--- config.mk ---
export PLATFORM = sky130hd
export DESIGN_NAME = serial_mult_engine
export DESIGN_NICKNAME = d
export VERILOG_FILES = /design/src/rtl/serial_mult_engine.sv
export SDC_FILE = /design/constraint.sdc
export NUM_CORES = 1
export LEC_CHECK = 0
export CAP_MARGIN = 10
export CORE_UTILIZATION = 35
export CTS_BUF_LIST = sky130_fd_sc_hd__clkbuf_4 sky130_fd_sc_hd__clkbuf_8 sky130_fd_sc_hd__clkbuf_16
export CTS_CLUSTER_DIAMETER = 50
export DETAILED_ROUTE_END_ITERATION = 10
export GPL_TIMING_DRIVEN = 0
export PLACE_DENSITY = 0.47
export SYNTH_ARGS = -nofsm -noshare
export SYNTH_HDL_FRONTEND = slang
export SYNTH_SLANG_ARGS = --single-unit
--- constraint.sdc ---
create_clock -name clk -period 5.8 [get_ports clk]
set_clock_uncertainty 0.1 [all_clocks]
set_input_delay 1.16 -clock clk [delete_from_list [all_inputs] [get_ports clk]]
set_output_delay 1.16 -clock clk [all_outputs]
set_load 0.005 [all_outputs]
--- src/rtl/serial_mult_engine.sv ---
// Bit-serial A/B loader, shift-and-add (or carry-less XOR) multiplier, serial product unloader.
// Product bit 0 appears DATA_WIDTH edges after the last operand bit; no backpressure, input ignored while busy.
module serial_mult_engine #(
  parameter int DATA_WIDTH = 32,
  parameter int CNT_WIDTH  = $clog2(2*DATA_WIDTH)+1
) (
  input  logic clk,
  input  logic resetn,
  input  logic in_valid,
  input  logic in_a,
  input  logic in_b,
  input  logic mode,
  output logic busy,
  output logic out_valid,
  output logic out_mult
);

  localparam int PW = 2*DATA_WIDTH;

  localparam logic [1:0] ST_LOAD   = 2'd0;
  localparam logic [1:0] ST_MULT   = 2'd1;
  localparam logic [1:0] ST_UNLOAD = 2'd2;

  localparam logic [CNT_WIDTH-1:0] LAST_BIT = CNT_WIDTH'(DATA_WIDTH-1);
  localparam logic [CNT_WIDTH-1:0] LAST_OUT = CNT_WIDTH'(PW);

  logic [1:0]            state;
  logic [CNT_WIDTH-1:0]  bit_cnt;
  logic [CNT_WIDTH-1:0]  out_cnt;
  logic [PW-1:0]         mcand;
  logic [DATA_WIDTH-1:0] mplier;
  logic [PW-1:0]         acc;
  logic [PW-1:0]         acc_step;
  logic                  mode_r;

  // mcand holds A shifted left by the current iteration; mplier presents B[i] at bit 0.
  always_comb begin
    acc_step = acc;
    if (mplier[0]) begin
      acc_step = mode_r ? (acc ^ mcand) : (acc + mcand);
    end
  end

  assign busy = (state != ST_LOAD);

  always_ff @(posedge clk) begin
    if (!resetn) begin
      state     <= ST_LOAD;
      bit_cnt   <= '0;
      out_cnt   <= '0;
      mcand     <= '0;
      mplier    <= '0;
      acc       <= '0;
      mode_r    <= 1'b0;
      out_valid <= 1'b0;
      out_mult  <= 1'b0;
    end else begin
      case (state)
        ST_LOAD: begin
          if (in_valid) begin
            // LSB-first bits enter at the top, so after DATA_WIDTH bits A/B sit aligned at bit 0.
            mcand  <= {{DATA_WIDTH{1'b0}}, in_a, mcand[DATA_WIDTH-1:1]};
            mplier <= {in_b, mplier[DATA_WIDTH-1:1]};
            if (bit_cnt == '0) begin
              mode_r <= mode;
            end
            if (bit_cnt == LAST_BIT) begin
              bit_cnt <= '0;
              acc     <= '0;
              state   <= ST_MULT;
            end else begin
              bit_cnt <= bit_cnt + 1'b1;
            end
          end
        end

        ST_MULT: begin
          mcand  <= mcand << 1;
          mplier <= mplier >> 1;
          if (bit_cnt == LAST_BIT) begin
            // acc doubles as the output shift register from here on.
            bit_cnt   <= '0;
            acc       <= acc_step >> 1;
            out_mult  <= acc_step[0];
            out_valid <= 1'b1;
            out_cnt   <= CNT_WIDTH'(1);
            state     <= ST_UNLOAD;
          end else begin
            acc     <= acc_step;
            bit_cnt <= bit_cnt + 1'b1;
          end
        end

        ST_UNLOAD: begin
          if (out_cnt == LAST_OUT) begin
            out_valid <= 1'b0;
            out_mult  <= 1'b0;
            out_cnt   <= '0;
            state     <= ST_LOAD;
          end else begin
            out_mult <= acc[0];
            acc      <= acc >> 1;
            out_cnt  <= out_cnt + 1'b1;
          end
        end

        default: begin
          state <= ST_LOAD;
        end
      endcase
    end
  end

endmodule

==> impl_metrics.tcl, run 1 <==
set metrics [dict create \
    area_delta_synth_final_pct 9.56 \
    io_buffers 7 \
    ir_drop_uv 222 \
    status "finished, final reports clean" \
    worstSetupPathType "flip-flop to flip-flop" \
    grt_pass1_wl_mm 79.3 \
    holdPathEnd "mplier[5]$_SDFFE_PN0P_" \
    grt_max_degree 18 \
    crit_path_end_kind "flip-flop" \
    finalSetupViolCount 0 \
    cts_made_buffers 17 \
    r2r_cells 7 \
    power_leakage_nw 4.88 \
    gr-total-overflow 0 \
    synth_common_cells "nand2_1 (243), a21oi_1 (201), nor2_1 (187), dfxtp_1 (179), o21ai_0 (115)" \
    async_flop_share_pct 0 \
    antenna_found_initial 1 \
    drive_gt1_share_pct 4.82 \
    first_global_vias 12600 \
    clockBufferDepth 2 \
    hold_depth 2 \
    r2r_slack_ps 1280 \
    dp_hpwl_mm 40.0 \
    cp_num_buf_inv 4 \
    die-area_um2 37800 \
    rr_endpoint "acc[53]$_SDFFE_PN0P_" \
    crit_chain "clkbuf_1, clkbuf_1, clkbuf_1, clkbuf_1, nor4_1, a211oi_1, a211oi_1" \
    cts_hold_buf 0 \
    drt_pass1_iterations 8 \
    holdCritStartpoint "mplier[6]$_SDFFE_PN0P_" \
    crit_path_max_incr_delay_ps 820 \
    drt_iter0_drc 1484 \
    path_common_cell "clkbuf_1" \
    ys_top_cells_by_area "dfxtp_1 (28%), a21oi_1 (7.8%), nand2_1 (7.0%), ha_1 (6.9%), nor2_1 (5.4%)" \
    synth_edf_count 0 \
    crit_arrival_ps 4730 \
    ys_warn_count 0 \
    slew_violations 0 \
    synth_area_leader_cell "dfxtp_1" \
    postRouteAntennaNets 0 \
    required_ps 6000 \
    min-delay-path-class "flip-flop to flip-flop" \
    ios 9 \
    syn-num-nets 1825 \
    ys_types 89 \
    slowest_stage "clkbuf_1" \
    hold_viol_final 0 \
    die_w_um 194 \
    tightest_slew_ps 1190 \
    cts_max_level 4 \
    rows 70 \
    gr-usage-all-layers_pct 27.8 \
    critPathTopFamily "buffers and inverters" \
    core_um2 36500 \
    viasPerCell 6.01 \
    relSlewSlack_pct 20.6 \
    power.total_mw 2.67 \
    ys.flop_type "dfxtp_1" \
    syn-cell-area_um2 13000 \
    wl_mm 52.9 \
    maxClockFrequency_ghz 0.221 \
    synth-seq-cells 179 \
    vias 13500 \
    cts.repair.resized 0 \
    cp_max_fo 10 \
    synth.most_common_cell "nand2_1" \
    max_cap_violations 0 \
    gp_congestion 0.953 \
    drt-wirelength-per-cell_um 23.5 \
    numClockSinks 179 \
    drcViolationCount 0 \
    start_kind "flip-flop" \
    worstSkewPairLatency_ps 470 \
    syn-instance-count 1747 \
    nets 1851 \
    synth.avg_cell_area_um2 7.42 \
    final.period_utilization_pct 78.0 \
    fp.dieH_um 194 \
    tritoncts "done" \
    synth_top_area_share_pct 27.6 \
    start_util_pct 35.5 \
    synth-seq-area-share_pct 27.6 \
    r2r_start "mode_r$_SDFFE_PN0P_" \
    cts_root_buf "clkbuf_16" \
    power_density_nw_per_um2 188 \
    cts_setup_buffers 0 \
    post-route-min-period_ps 4520 \
    rsz0062_at_grt "no" \
    fin_setup_tns_ps 0 \
    path_clk_slew_ps 80 \
]
[final cells by class]
cell class / instances / area, um^2
fill: 3868 / 22300
multi-input combinational: 1409 / 8760
sequential: 179 / 3580
tap: 468 / 586
buffer: 121 / 480
clock buffer: 18 / 433
clock inverter: 13 / 148
inverter: 38 / 143
timing repair buffer: 7 / 70.1
antenna: 1 / 2.50
[cells by family (layout without fill, tap and decap cells)]
| logic type | count (synthesis) | in the layout | share of synthesized area [%] |
|---|---|---|---|
| multiplexers | 52 | 52 | 4.07 |
| AO/OA/AOI/OAI | 624 | 624 | 31.5 |
| flip-flops | 179 | 179 | 27.6 |
| XOR/XNOR | 57 | 57 | 3.85 |
| buffers and inverters | 159 | 197 | 4.81 |
| adder cells (fa/ha/maj) | 72 | 72 | 7.01 |
| AND/OR/NAND/NOR | 604 | 604 | 21.2 |
| other | 0 | 1 | 0 |
[through the flow]
stage	utilization [%]	cell area [um^2]	hold WS [ps]	instances	worst slack, ps
6_report	38.9	14200	352	2254	1280
5_1_grt	38.9	14200	379	2253	1420
4_1_cts	38.9	14200	356	2253	1480
3_5_place_dp	37.3	13600	345	2222	1500
3_3_place_gp	37.3	13600	339	2222	1510
2_1_floorplan	-	13000	332	1747	2650
[layer usage]
metal / routed length (um) / global-route usage, %
met1: 24400 / 38.6
met2: 23100 / 43.1
met3: 4090 / 5.14
met4: 1400 / 8.82
met5: 0 / 0
[cell usage in the layout (no fill, tap or decap), drive strengths merged, types with 12 or more instances in the layout]
| cell type | instances |
|---|---|
| nand4 | 26 |
| a22oi | 56 |
| inv | 43 |
| and3 | 15 |
| a21o | 28 |
| o21bai | 12 |
| nand3 | 34 |
| and2 | 14 |
| nor3 | 21 |
| a211oi | 45 |
| xnor2 | 38 |
| buf | 23 |
| nor2 | 187 |
| nand2 | 247 |
| clkbuf | 116 |
| a21oi | 202 |
| dfxtp | 179 |
| a31oi | 19 |
| o211ai | 22 |
| xor2 | 19 |
| mux2i | 46 |
| o21ai | 121 |
| ha | 71 |
[how the worst max path moves through the flow]
stage / end / depth (start not counted) / slack, ps / start
after global placement: mcand[56]$_SDFFE_PN0P_ / 7 / 1510 / in_valid
after floorplan: acc[47]$_SDFFE_PN0P_ / 13 / 2650 / mcand[0]$_SDFFE_PN0P_
after detailed placement: acc[53]$_SDFFE_PN0P_ / 7 / 1500 / mode_r$_SDFFE_PN0P_
final: acc[53]$_SDFFE_PN0P_ / 7 / 1280 / mode_r$_SDFFE_PN0P_
after global routing: acc[53]$_SDFFE_PN0P_ / 7 / 1420 / mode_r$_SDFFE_PN0P_
after CTS: acc[53]$_SDFFE_PN0P_ / 7 / 1480 / mode_r$_SDFFE_PN0P_
[registers in the layout, summed over array words and instances (netlist names)]
register	count
acc	64
bit_cnt	7
mcand	64
mode_r	1
mplier	32
out_cnt	7
out_mult	1
out_valid	1
state	2
[report_power, final]
part / internal, mW / leakage [nW] / switching [mW]
Combinational: 0.0488 / 3.15 / 0.137
Sequential: 1.24 / 1.45 / 0.0202
Clock: 0.613 / 0.286 / 0.602
[worst register-to-register path: stages (launching register included)]
cell      delay [ps]
dfxtp_1          420
clkbuf_1         800
clkbuf_1         830
clkbuf_1         770
clkbuf_1         790
nor4_1           170
a211oi_1         380
a211oi_1         120
Note: power is estimated with default switching activity, not from simulation.
==> run 2: changes to the inputs <==
PLACE_DENSITY = 0.49   (was 0.47)
clock period = 3.8 ns   (was 5.8 ns; I/O delays follow)
==> run 2 against run 1 <==
  * Count of clock-buffer cells in the layout is 1 higher
  * Final area is 1.5% higher
  * Largest cell class unchanged
  * Global-route usage is 0.39 points lower
  * Sequential cell count stayed put
  * Worst setup slack got worse by 1200 ps
  * Power up 55%
  * Critical path depth increased by 1
  * Critical endpoint is now acc[25]$_SDFFE_PN0P_
==> impl_metrics.tcl, run 2 (synthesis results as in run 1) <==
set metrics [dict create \
    core_um2 36500 \
    power.total_mw 4.14 \
    worstSkewPairLatency_ps 470 \
    drt_pass1_iterations 9 \
    grt_max_degree 19 \
    path_clk_slew_ps 80 \
    viasPerCell 6.09 \
    crit_arrival_ps 3990 \
    clockBufferDepth 2 \
    io_buffers 7 \
    worstSetupPathType "flip-flop to flip-flop" \
    tritoncts "done" \
    maxClockFrequency_ghz 0.270 \
    antenna_found_initial 0 \
    finalSetupViolCount 0 \
    grt_use_met2_pct 42.4 \
    top_usage_layer "met2" \
    cts_made_buffers 17 \
    multi_input_area_um2 8880 \
    area_delta_synth_final_pct 11.2 \
    required_ps 4080 \
    cp_max_fo 10 \
    dp_hpwl_mm 39.3 \
    wl_mm 52.2 \
    final.period_utilization_pct 97.6 \
    crit_path_end_kind "flip-flop" \
    crit_chain "clkbuf_1, clkbuf_2, clkbuf_2, clkbuf_1, o21ai_0, nand3_1, o21ai_0, o221ai_1" \
    drt-wirelength-per-cell_um 23.1 \
    fin_area_um2 14400 \
    die_w_um 194 \
    power_density_nw_per_um2 287 \
    nFillCells 3887 \
    tightest_slew_ps 1140 \
    post-route-min-period_ps 3710 \
    max_cap_violations 0 \
    fp.dieH_um 194 \
    cts_hold_buf 0 \
    min-delay-path-class "flip-flop to flip-flop" \
    placedInstanceArea_um2 13600 \
    ff_latch_area_um2 3590 \
    slew_violations 0 \
    drive_gt1_share_pct 6.75 \
    mostFrequentLayoutCell "nand2_1" \
    nets 1858 \
    cts_root_buf "clkbuf_16" \
    grt_use_met1_pct 38.0 \
    reg_top3 "acc x64, mcand x64, mplier x32" \
    drt_iter0_drc 1582 \
    die-area_um2 37800 \
    critPathTopFamily "buffers and inverters" \
    rows 70 \
    start_kind "flip-flop" \
    first_global_vias 12800 \
    drcViolationCount 0 \
    insertedDiodeCount 0 \
    holdCritStartpoint "mplier[8]$_SDFFE_PN0P_" \
    grt_pass1_wl_mm 79.2 \
    cp_num_buf_inv 4 \
    cts_max_level 4 \
    gr-usage-all-layers_pct 27.4 \
    numClockSinks 179 \
    vias 13800 \
    gp_congestion 0.932 \
    ir_drop_uv 339 \
    postRouteAntennaNets 0 \
    slowest_stage "clkbuf_1" \
    status "finished, final reports clean" \
    gr-total-overflow 0 \
    r2r_start "mode_r$_SDFFE_PN0P_" \
    ios 9 \
    relSlewSlack_pct 23.3 \
    layout_common_cells "nand2_1 (242), a21oi_1 (199), nor2_1 (184), dfxtp_1 (177), o21ai_0 (113)" \
    power_leakage_nw 4.97 \
    startpoint "mode_r$_SDFFE_PN0P_" \
    start_util_pct 35.5 \
    hold_viol_final 0 \
    grtUsageMet3_pct 4.08 \
    crit_path_max_incr_delay_ps 690 \
]
[run 2: changes by cell type in the layout (fill, tap and decap cells not counted), moves of 3 or more]
cell      delta
clkinv_4     -4
clkbuf_2     +5
nor2_1       -3
nor2_2       +3
buf_4        +7
clkbuf_1     -5
[run 2: worst paths after layout]
check	depth (start not counted)	slack [ps]	to
max	8	90	acc[25]$_SDFFE_PN0P_
min	2	350	mplier[8]$_SDFFE_PN0P_
max reg2reg	8	90	acc[25]$_SDFFE_PN0P_
min reg2reg	2	350	mplier[8]$_SDFFE_PN0P_
[run 2: layout make-up]
class                      instances  area share, %
inverter                          38          0.989
timing repair buffer              14          0.850
clock inverter                    13           1.09
clock buffer                      19           3.10
buffer                           121           3.42
tap                              468           4.06
multi-input combinational       1409           61.6
sequential                       179           24.9
[run 2: power by group]
| group | leakage [nW] | internal (mW) | switching (mW) |
|---|---|---|---|
| clock network | 0.291 | 0.965 | 0.951 |
| logic | 3.23 | 0.0760 | 0.212 |
| registers | 1.45 | 1.90 | 0.0316 |
| total | 4.97 | 2.94 | 1.20 |
[run 2: worst register-to-register path, cell delays in order (launching register included)]
cell	delay, ps
dfxtp_1	490
clkbuf_1	700
clkbuf_2	520
clkbuf_2	500
clkbuf_1	660
o21ai_0	200
nand3_1	110
o21ai_0	120
o221ai_1	220
[run 2: timing repair]
item,CTS,global route
resized for setup,13,27
gates cloned,0,0
pin swaps,6,6
buffers inserted,3,4
setup endpoints to repair,29,31
[run 2: per-stage QoR]
step | hold WS (ps) | cells | TNS [ps] | utilization, % | setup WS (ps)
after floorplan | 332 | 1747 | 0 | - | 653
after global placement | 339 | 2222 | -9610 | 37.3 | -398
after detailed placement | 345 | 2222 | -7000 | 37.3 | -348
after CTS | 355 | 2257 | 0 | 39.1 | 13.8
after global routing | 368 | 2261 | -30.1 | 39.5 | -15.7
final | 353 | 2261 | 0 | 39.5 | 91.8
[run 2: metal layers]
layer  up-vias  routed length (um)
li1       6496                   -
met1      6598               23500
met2       582               23100
met3        90                4110
met4         0                1560
met5         -                   0
==> run 3: changes to the inputs <==
CORE_UTILIZATION = 40   (was 35)
PLACE_DENSITY = 0.55   (was 0.49)
SKIP_LAST_GASP = 1   (was not set)
==> run 3 against run 2 <==
  * The flow now finishes with violations (negative setup slack)
  * Sequential share of layout area grew 0.17 points
  * Die area shrank 12%
  * Count of clock-buffer cells in the layout shrank 1
  * Critical path depth shrank 1
  * Clock power shrank 2%
  * Power shrank 0.90%
  * Non-clock buffer count shrank 6
  * Largest power group unchanged
  * Highest routed layer unchanged
==> impl_metrics.tcl, run 3 (synthesis results as in run 1) <==
set metrics [dict create \
    grt_pass1_wl_mm 77.2 \
    power_density_nw_per_um2 286 \
    cp_max_fo 10 \
    wl_met2_mm 21.3 \
    hold_ws_ps 353 \
    ios 9 \
    p_int_mw 2.93 \
    start_util_pct 40.9 \
    cts_max_level 4 \
    min-delay-path-class "flip-flop to flip-flop" \
    insertedDiodeCount 0 \
    start_kind "flip-flop" \
    setup_ws_ps -92.1 \
    power.share.switching_pct 28.5 \
    mostFrequentLayoutCell "nand2_1" \
    clockBufferDepth 2 \
    gr-usage-all-layers_pct 30.5 \
    drive_gt1_share_pct 6.32 \
    path_clk_slew_ps 70 \
    drt_pass1_iterations 9 \
    fp.dieH_um 182 \
    area_delta_synth_final_pct 10.4 \
    crit_arrival_ps 4100 \
    startpoint "mode_r$_SDFFE_PN0P_" \
    highest_layer "met4" \
    die-area_um2 33100 \
    die_w_um 182 \
    rows 65 \
    tightest_slew_ps 1010 \
    cts_hold_buf 0 \
    antenna_found_initial 1 \
    worstSkewPairLatency_ps 470 \
    worstSetupPathType "flip-flop to flip-flop" \
    slew_violations 0 \
    required_ps 4010 \
    violations "negative setup slack" \
    slowest_stage "clkdlybuf4s15_1" \
    holdCritStartpoint "mplier[14]$_SDFFE_PN0P_" \
    crit_path_max_incr_delay_ps 850 \
    power.total_mw 4.10 \
    clkPwrFrac_pct 45.9 \
    dr_wl_met3_mm 4.57 \
    grt_max_degree 19 \
    reg_top3 "acc x64, mcand x64, mplier x32" \
    status "finished, violations left" \
    finalSetupViolCount 5 \
    nets 1852 \
    numClockSinks 179 \
    r2r_start "mode_r$_SDFFE_PN0P_" \
    dp_hpwl_mm 37.9 \
    wl_mm 50.4 \
    io_buffers 7 \
    power_leakage_nw 4.95 \
    drt_iter0_drc 1728 \
    seqPwrFrac_pct 47.1 \
    vias 13800 \
    gp_congestion 0.979 \
    core_um2 31700 \
    cts_made_buffers 17 \
    drcViolationCount 0 \
    power.switching_mw 1.17 \
    crit_chain "clkbuf_1, clkdlybuf4s15_1, clkbuf_2, clkbuf_2, nor4_1, a211oi_1, a211oi_1" \
    tritoncts "done" \
    hold_viol_final 0 \
    cts_root_buf "clkbuf_16" \
    gr-total-overflow 0 \
    layout_common_cells "nand2_1 (243), a21oi_1 (199), nor2_1 (186), dfxtp_1 (177), o21ai_0 (111)" \
    rsz0062_at_grt "yes" \
    p_comb_share_pct 7.0 \
    maxClockFrequency_ghz 0.257 \
    first_global_vias 12700 \
    postRouteAntennaNets 0 \
    viasPerCell 6.32 \
    cp_num_buf_inv 4 \
    relSlewSlack_pct 32.8 \
    max_cap_violations 0 \
    crit_path_end_kind "flip-flop" \
    post-route-min-period_ps 3890 \
    drt-wirelength-per-cell_um 23.0 \
    critPathTopFamily "buffers and inverters" \
    final.period_utilization_pct 102 \
    wl_met1_mm 22.9 \
    ir_drop_uv 292 \
]
## run 3: cell types whose count changed in the layout (fill, tap and decap cells not counted), moves of 2 or more
| cell | delta |
|---|---|
| clkbuf_2 | -2 |
| nor2_1 | +2 |
| nor2_2 | -3 |
| o21ai_1 | +2 |
| buf_4 | -4 |
| clkbuf_1 | -2 |
| o21ai_0 | -2 |
| inv_6 | +2 |
## run 3: tightest hold or removal path: cells and delay by family (launching register included)
kind               cells  cell delay (ps)
and+or+nand+nor        1               50
AOI/OAI and AO/OA      1               50
DFF                    1              310
## run 3: what timing repair did
item	CTS	global route
setup buffers	0	3
resized for setup	4	38
pin swaps	2	6
endpoints found under the setup margin	16	30
## run 3: stage by stage
step                instances  util, %  area [um^2]  TNS (ps)  setup slack, ps
finish                   2189     45.1        14300      -153            -92.1
global route             2189     45.1        14300      -143             -117
CTS                      2188     44.6        14100     -81.0            -81.0
detailed placement       2156     42.7        13500     -2110             -292
global placement         2156     42.7        13500     -2070             -291
floorplan                1747        -        13000         0              653
## run 3: cell type report
cell class	instances	area, um^2
repair buffers	10	92.6
clock inverters	14	160
plain buffers	119	489
flip-flops and latches	179	3590
clock buffers	18	439
well taps	402	503
inverters	38	143
multi-input cells	1409	8900
fillers	3253	17400
## run 3: worst paths after layout
check | endpoint | cells after the start | slack [ps]
max | acc[53]$_SDFFE_PN0P_ | 7 | -90
min | mplier[14]$_SDFFE_PN0P_ | 2 | 350
max reg2reg | acc[53]$_SDFFE_PN0P_ | 7 | -90
min reg2reg | mplier[14]$_SDFFE_PN0P_ | 2 | 350
## run 3: metal layers
layer	vias up	track usage, %
met5	-	0
met2	634	45.3
met3	103	6.50
li1	6480	-
met4	0	10.3
met1	6611	43.3
## run 3: power groups by stage
stage          clock network, mW  logic [mW]  registers [mW]
3_5_place_dp                   0       0.273            1.97
4_1_cts                     1.90       0.275            1.93
2_1_floorplan                  0       0.174            1.96
3_3_place_gp                   0       0.272            1.97
6_report                    1.88       0.285            1.93
5_1_grt                     1.97       0.305            1.93
